## src/rtl/serial_adder_pkg.sv

```systemverilog
// Shared definitions for the nibble-serial adder controller:
// FSM state encoding and the width of one adder slice.
package serial_adder_pkg;

    localparam int NIBBLE_W = 4;

    typedef enum logic [1:0] {
        IDLE = 2'b00,
        RUN  = 2'b01,
        DONE = 2'b10
    } state_e;

endpackage : serial_adder_pkg

```

## src/rtl/serial_adder_ctrl_if.sv

```systemverilog
// Request/result bundle for serial_adder_ctrl.
// op_sub is only present when SERIAL_ADDER_SUB_EN is defined.
interface serial_adder_ctrl_if
    import serial_adder_pkg::*;
#(
    parameter int NIBBLES = 4
);
    localparam int W = NIBBLE_W * NIBBLES;

    logic         start;
    logic [W-1:0] a;
    logic [W-1:0] b;
`ifdef SERIAL_ADDER_SUB_EN
    logic         op_sub;
`endif
    logic         busy;
    logic         done;
    logic [W-1:0] sum;
    logic         cout;

    // Requester side: issues operands, observes status and result.
    modport master (
`ifdef SERIAL_ADDER_SUB_EN
        output op_sub,
`endif
        output start, a, b,
        input  busy, done, sum, cout
    );

    // Controller side.
    modport slave (
`ifdef SERIAL_ADDER_SUB_EN
        input  op_sub,
`endif
        input  start, a, b,
        output busy, done, sum, cout
    );

endinterface : serial_adder_ctrl_if

```

## src/rtl/serial_adder_ctrl_slice.sv

```systemverilog
// four_bit_adder_cin: combinational 4-bit ripple-carry adder slice
// with carry-in, reused by the serial controller once per nibble.
module four_bit_adder_cin (
    input  logic [3:0] a,
    input  logic [3:0] b,
    input  logic       cin,
    output logic [3:0] sum,
    output logic       cout
);

    // Ripple the carry bit by bit from the LSB.
    always_comb begin
        logic carry;
        carry = cin;
        sum   = 4'b0000;
        for (int i = 0; i < 4; i++) begin
            sum[i] = a[i] ^ b[i] ^ carry;
            carry  = (a[i] & b[i]) | (carry & (a[i] ^ b[i]));
        end
        cout = carry;
    end

endmodule : four_bit_adder_cin

```

## src/rtl/serial_adder_ctrl.sv

```systemverilog
// serial_adder_ctrl: adds two (4*NIBBLES)-bit operands one nibble per
// cycle through a single 4-bit slice, framed by start/busy/done.
// Optional feature macro: SERIAL_ADDER_SUB_EN (adds op_sub, A - B).
module serial_adder_ctrl
    import serial_adder_pkg::*;
#(
    parameter int NIBBLES = 4
) (
    input  logic               clk,
    input  logic               rst_n,
    serial_adder_ctrl_if.slave bus
);

    localparam int W     = NIBBLE_W * NIBBLES;
    localparam int IDX_W = (NIBBLES > 1) ? $clog2(NIBBLES) : 1;
    localparam logic [IDX_W-1:0] IDX_LAST = IDX_W'(NIBBLES - 1);
    localparam logic [IDX_W-1:0] IDX_ONE  = IDX_W'(1);

    state_e           state_q;
    logic [IDX_W-1:0] idx_q;
    logic [W-1:0]     a_q;
    logic [W-1:0]     b_q;
    logic             c_q;
    logic [W-1:0]     sum_q;
    logic [W-1:0]     sum_d;
    logic             cout_q;
    logic             busy_q;
    logic             done_q;

    logic [IDX_W+1:0]    shamt_s;
    logic [NIBBLE_W-1:0] nib_a_s;
    logic [NIBBLE_W-1:0] nib_b_s;
    logic [NIBBLE_W-1:0] slice_sum_s;
    logic                slice_cout_s;
    logic [W-1:0]        nib_mask_s;
    logic [W-1:0]        b_lat_s;
    logic                cin_s;

    // Operand nibble selection for the current slice position (idx*4).
    always_comb begin
        shamt_s = {idx_q, 2'b00};
        nib_a_s = NIBBLE_W'(a_q >> shamt_s);
        nib_b_s = NIBBLE_W'(b_q >> shamt_s);
    end

    four_bit_adder_cin u_slice (
        .a    (nib_a_s),
        .b    (nib_b_s),
        .cin  (c_q),
        .sum  (slice_sum_s),
        .cout (slice_cout_s)
    );

    // Merge the slice result into its nibble of the running sum.
    always_comb begin
        nib_mask_s = W'(4'hF) << shamt_s;
        sum_d      = (sum_q & ~nib_mask_s) | (W'(slice_sum_s) << shamt_s);
    end

    // B as latched and initial carry: subtract is A + ~B + 1.
    always_comb begin
`ifdef SERIAL_ADDER_SUB_EN
        if (bus.op_sub) begin
            b_lat_s = ~bus.b;
            cin_s   = 1'b1;
        end else begin
            b_lat_s = bus.b;
            cin_s   = 1'b0;
        end
`else
        b_lat_s = bus.b;
        cin_s   = 1'b0;
`endif
    end

    // Controller FSM with operand latches, carry, sum and status registers.
    always_ff @(posedge clk) begin
        if (!rst_n) begin
            state_q <= IDLE;
            idx_q   <= '0;
            a_q     <= '0;
            b_q     <= '0;
            c_q     <= 1'b0;
            sum_q   <= '0;
            cout_q  <= 1'b0;
            busy_q  <= 1'b0;
            done_q  <= 1'b0;
        end else begin
            case (state_q)
                IDLE: begin
                    done_q <= 1'b0;
                    if (bus.start) begin
                        a_q     <= bus.a;
                        b_q     <= b_lat_s;
                        c_q     <= cin_s;
                        sum_q   <= '0;
                        cout_q  <= 1'b0;
                        idx_q   <= '0;
                        busy_q  <= 1'b1;
                        state_q <= RUN;
                    end else begin
                        busy_q  <= 1'b0;
                        state_q <= IDLE;
                    end
                end
                RUN: begin
                    sum_q <= sum_d;
                    c_q   <= slice_cout_s;
                    if (idx_q == IDX_LAST) begin
                        cout_q  <= slice_cout_s;
                        idx_q   <= '0;
                        busy_q  <= 1'b0;
                        done_q  <= 1'b1;
                        state_q <= DONE;
                    end else begin
                        idx_q   <= idx_q + IDX_ONE;
                        busy_q  <= 1'b1;
                        done_q  <= 1'b0;
                        state_q <= RUN;
                    end
                end
                DONE: begin
                    // Single-cycle pulse; start is deliberately ignored here.
                    busy_q  <= 1'b0;
                    done_q  <= 1'b0;
                    state_q <= IDLE;
                end
                default: begin
                    idx_q   <= '0;
                    busy_q  <= 1'b0;
                    done_q  <= 1'b0;
                    state_q <= IDLE;
                end
            endcase
        end
    end

    assign bus.busy = busy_q;
    assign bus.done = done_q;
    assign bus.sum  = sum_q;
    assign bus.cout = cout_q;

endmodule : serial_adder_ctrl

```

## src/flat_wrapper.sv

```systemverilog
// flat-port wrapper written by rule: the top's interface ports become plain ports
module serial_adder_ctrl_flat import serial_adder_pkg::*;
#(
    parameter int NIBBLES = 4
)
  (clk, rst_n, bus_start, bus_a, bus_b, bus_busy, bus_done, bus_sum, bus_cout);
  serial_adder_ctrl_if #(.NIBBLES(NIBBLES)) bus_i ();
  input  logic clk;
  input  logic rst_n;
  input wire logic [$bits(bus_i.start)-1:0] bus_start;
  input wire logic [$bits(bus_i.a)-1:0] bus_a;
  input wire logic [$bits(bus_i.b)-1:0] bus_b;
  output wire logic [$bits(bus_i.busy)-1:0] bus_busy;
  output wire logic [$bits(bus_i.done)-1:0] bus_done;
  output wire logic [$bits(bus_i.sum)-1:0] bus_sum;
  output wire logic [$bits(bus_i.cout)-1:0] bus_cout;
  assign bus_i.start = bus_start;
  assign bus_i.a = bus_a;
  assign bus_i.b = bus_b;
  assign bus_busy = bus_i.busy;
  assign bus_done = bus_i.done;
  assign bus_sum = bus_i.sum;
  assign bus_cout = bus_i.cout;
  serial_adder_ctrl #(.NIBBLES(NIBBLES)) u_core (.clk(clk), .rst_n(rst_n), .bus(bus_i));
endmodule
```

## config.mk

```make
export PLATFORM = sky130hd
export DESIGN_NAME = serial_adder_ctrl_flat
export DESIGN_NICKNAME = d
export VERILOG_FILES = /design/src/rtl/serial_adder_pkg.sv /design/src/rtl/serial_adder_ctrl_if.sv /design/src/rtl/serial_adder_ctrl_slice.sv /design/src/rtl/serial_adder_ctrl.sv /design/src/flat_wrapper.sv
export SDC_FILE = /design/constraint.sdc
export NUM_CORES = 1
export LEC_CHECK = 0
export ABC_AREA = 0
export BUFFER_PORTS_ARGS = -buffer_cell sky130_fd_sc_hd__buf_4
export CORE_MARGIN = 5
export CORE_UTILIZATION = 40
export DETAILED_ROUTE_END_ITERATION = 12
export SYNTH_ARGS = -nofsm -noshare
export SYNTH_HDL_FRONTEND = slang
export SYNTH_SLANG_ARGS = --single-unit
```

## constraint.sdc

```tcl
create_clock -name clk -period 3.48 [get_ports clk]
set_input_delay 0.348 -clock clk [delete_from_list [all_inputs] [get_ports clk]]
set_output_delay 0.348 -clock clk [all_outputs]
set_load 0.05 [all_outputs]
```

==> metrics.cfg <==
[logic_synthesis]
synth_area_leaders=dfxtp_1 46%, nand2_1 13%, a21boi_1 9.7%
yosysTopAreaCell=dfxtp_1
synthFlopType=dfxtp_1
yosysSeqAreaShare_pct=45.8
synth_nets=310
yosysWarnings=0
yosysMostFrequentCell=nand2_1
syn_inst=267
syn_area_per_cell_um2=9.00
syn_area_um2=2400
synth_cell_types=26
synth.top_cells.by_count=86 x nand2_1, 55 x dfxtp_1, 31 x a21boi_1
synth_edf_count=0
synth_top_area_share_pct=45.8
ys_async_sr_fraction_pct=0
ys_ff_latch=55

[drt]
drt-wirelength-per-cell_um=13.4
ant_nets=0
via_per_inst=4.87
drc=0
routed_wl_mm=5.18
dr.pass1.iters=4
drtIter0Drc=100
vias=1888

[pwr]
power_frac_comb_pct=13.6
leakagePower_uw=0.00116
clkPwrFrac_pct=33.6
netSwitchingPower_uw=328
p_int_uw=954
swShare_pct=25.6
pwr-share-seq_pct=52.8
p_per_area_nw_per_um2=434
vdd_ir_drop_max_v=0.000190
p_total_uw=1280

[worst_setup_path]
max_stage_delay_ns=0.55
crit_top_cell=fa_1
slowest_stage=dfxtp_1
setup.worst_path.start_class=flip-flop
cp_max_fo=6
worstPathRequired_ns=3.72
cp_cell_sequence=mux4_2, inv_1, fa_1, inv_1, fa_1, inv_1, fa_1, fa_1, o32a_1, a21boi_1
path_class=reg2reg
end_kind=flip-flop
critPathArrivalTime_ns=3.12

[global_route]
grt_max_degree=58
first_global_vias=1826
antenna_found_initial=0
grt_pass1_wl_mm=8.87
grtUsageTotal_pct=14.7
overflow=0

[timing]
finalSetupTns_ns=0
tightest_slew_ns=1.12
setup_viol=0
hold_viol=0
relSlewSlack_pct=25.1
rsz0062_at_grt=no
fin_worst_skew_ns=0.0123
slew_violations=0
post-route-min-period_ns=2.88
fmax_mhz=347
fin_crit_sh_pct=82.7

[clock_tree]
cts_tree=yes
hold_buffers=0
cts_max_level=2
cts_sinks=55
cts_buffers=5
ctsLongestPathBuffers=2
cts-root-buf=clkbuf_8
cts_setup_buffers=0
cts_resized=0
insertion_delay_ns=0.31
path_clk_slew_ns=0.11

[die]
top_level_ports=54
start_util_pct=40.8
die_h_um=87.5
rows=28
core_area_um2=5890
die_w_um=87.5
die_area_um2=7660

[place]
dp_hpwl_mm=3.74
routabilityCongestion=0.727
io_buffers=53

[final_layout]
nets=355
fillCellCount=599
area_delta_synth_final_pct=22.9
final_layout_size_suffix_gt1_share_pct=23.0
n_antenna_cell=0

[min_path]
hold_class=in2reg

[flow_run]
max_cap_violations=0

[run_status]
status=complete, no violations

==> kinds of logic after synthesis <==
group,Yosys count,share of synthesized area [%]
and+or+nand+nor,108,19.0
buffers and inverters,29,5.10
AOI/OAI and AO/OA,59,17.2
muxes,8,7.50
DFF,55,45.8
adders and majority gates,8,5.41
==> cells in the final DEF, fill, tap and decap left out <==
cell        count
nand2_1        86
buf_4          55
dfxtp_1        55
a21boi_1       31
o22ai_1        16
inv_1          12
mux4_2          8
nand2b_1        6
a21oi_1         5
clkbuf_8        5
nand3_1         4
fa_1            4
ha_1            4
nor2_1          3
nor2b_1         2
nor3_1          2
o21a_1          2
a21boi_0        2
and2b_1         1
nor3b_4         1
or3b_1          1
o21bai_1        1
o32a_1          1
a22oi_1         1
nor3b_1         1
and2_1          1
bufinv_16       1
inv_6           1
clkinvlp_4      1
==> power by group through the flow <==
stage	Combinational (uW)	Clock [uW]	Sequential (uW)
after floorplan	110	0	696
after global placement	175	0	693
after detailed placement	176	0	692
after CTS	177	442	678
after global routing	197	470	682
final	174	430	677
==> through the flow <==
stage	utilization [%]	instance area (um2)	worst slack, ns	hold WS (ns)	std cells
6_report	50.2	2950	0.602	0.262	388
3_3_place_gp	48.2	2840	0.671	0.442	380
3_5_place_dp	48.2	2840	0.606	0.444	380
2_1_floorplan	-	2400	0.656	0.432	267
5_1_grt	50.2	2950	0.384	0.262	388
4_1_cts	50.2	2950	0.568	0.258	388
==> registers in the layout, indices dropped and copies added (netlist names) <==
signal,flops
u_core.b_q,16
u_core.a_q,16
u_core.state_q,2
u_core.c_q,1
u_core.bus.done,1
u_core.idx_q,2
u_core.bus.sum,16
u_core.bus.cout,1
==> per-layer routing <==
| metal | routed length [um] | global-route usage [%] | share of wire (%) |
|---|---|---|---|
| met1 | 2560 | 20.7 | 49 |
| met2 | 2280 | 21.8 | 44 |
| met3 | 275 | 4.26 | 5.3 |
| met4 | 65 | 4.60 | 1.3 |
| met5 | 0 | 0 | 0 |
==> worst max-delay path, delay by kind of cell (launching register included) <==
| kind | cells | cell delay [ns] |
|---|---|---|
| multiplexers | 1 | 0.28 |
| AO/OA/AOI/OAI | 2 | 0.47 |
| adder cells (fa/ha/maj) | 4 | 1.34 |
| flip-flops | 1 | 0.55 |
| buffers and inverters | 3 | 0.17 |
==> path summary, 6_finish.rpt <==
check	startpoint	end	slack [ns]	cells past startpoint
min reg2reg	u_core.a_q[11]$_SDFFE_PN0P_	u_core.a_q[11]$_SDFFE_PN0P_	0.46	2
max	u_core.idx_q[0]$_SDFFE_PN0P_	u_core.bus.cout$_SDFFE_PN0P_	0.60	10
min	bus_b[12]	u_core.b_q[12]$_SDFFE_PN0P_	0.26	3
max reg2reg	u_core.idx_q[0]$_SDFFE_PN0P_	u_core.bus.cout$_SDFFE_PN0P_	0.60	10
==> layout make-up <==
class	count	area, um2	area share [%]
tap	75	93.8	3.18
inverter	12	45.0	1.52
timing repair buffer	55	413	14.0
multi-input combinational	183	1190	40.2
clock inverter	3	46.3	1.57
clock buffer	5	68.8	2.33
sequential	55	1100	37.3
No activity file was read; power rests on OpenSTA's default activity.
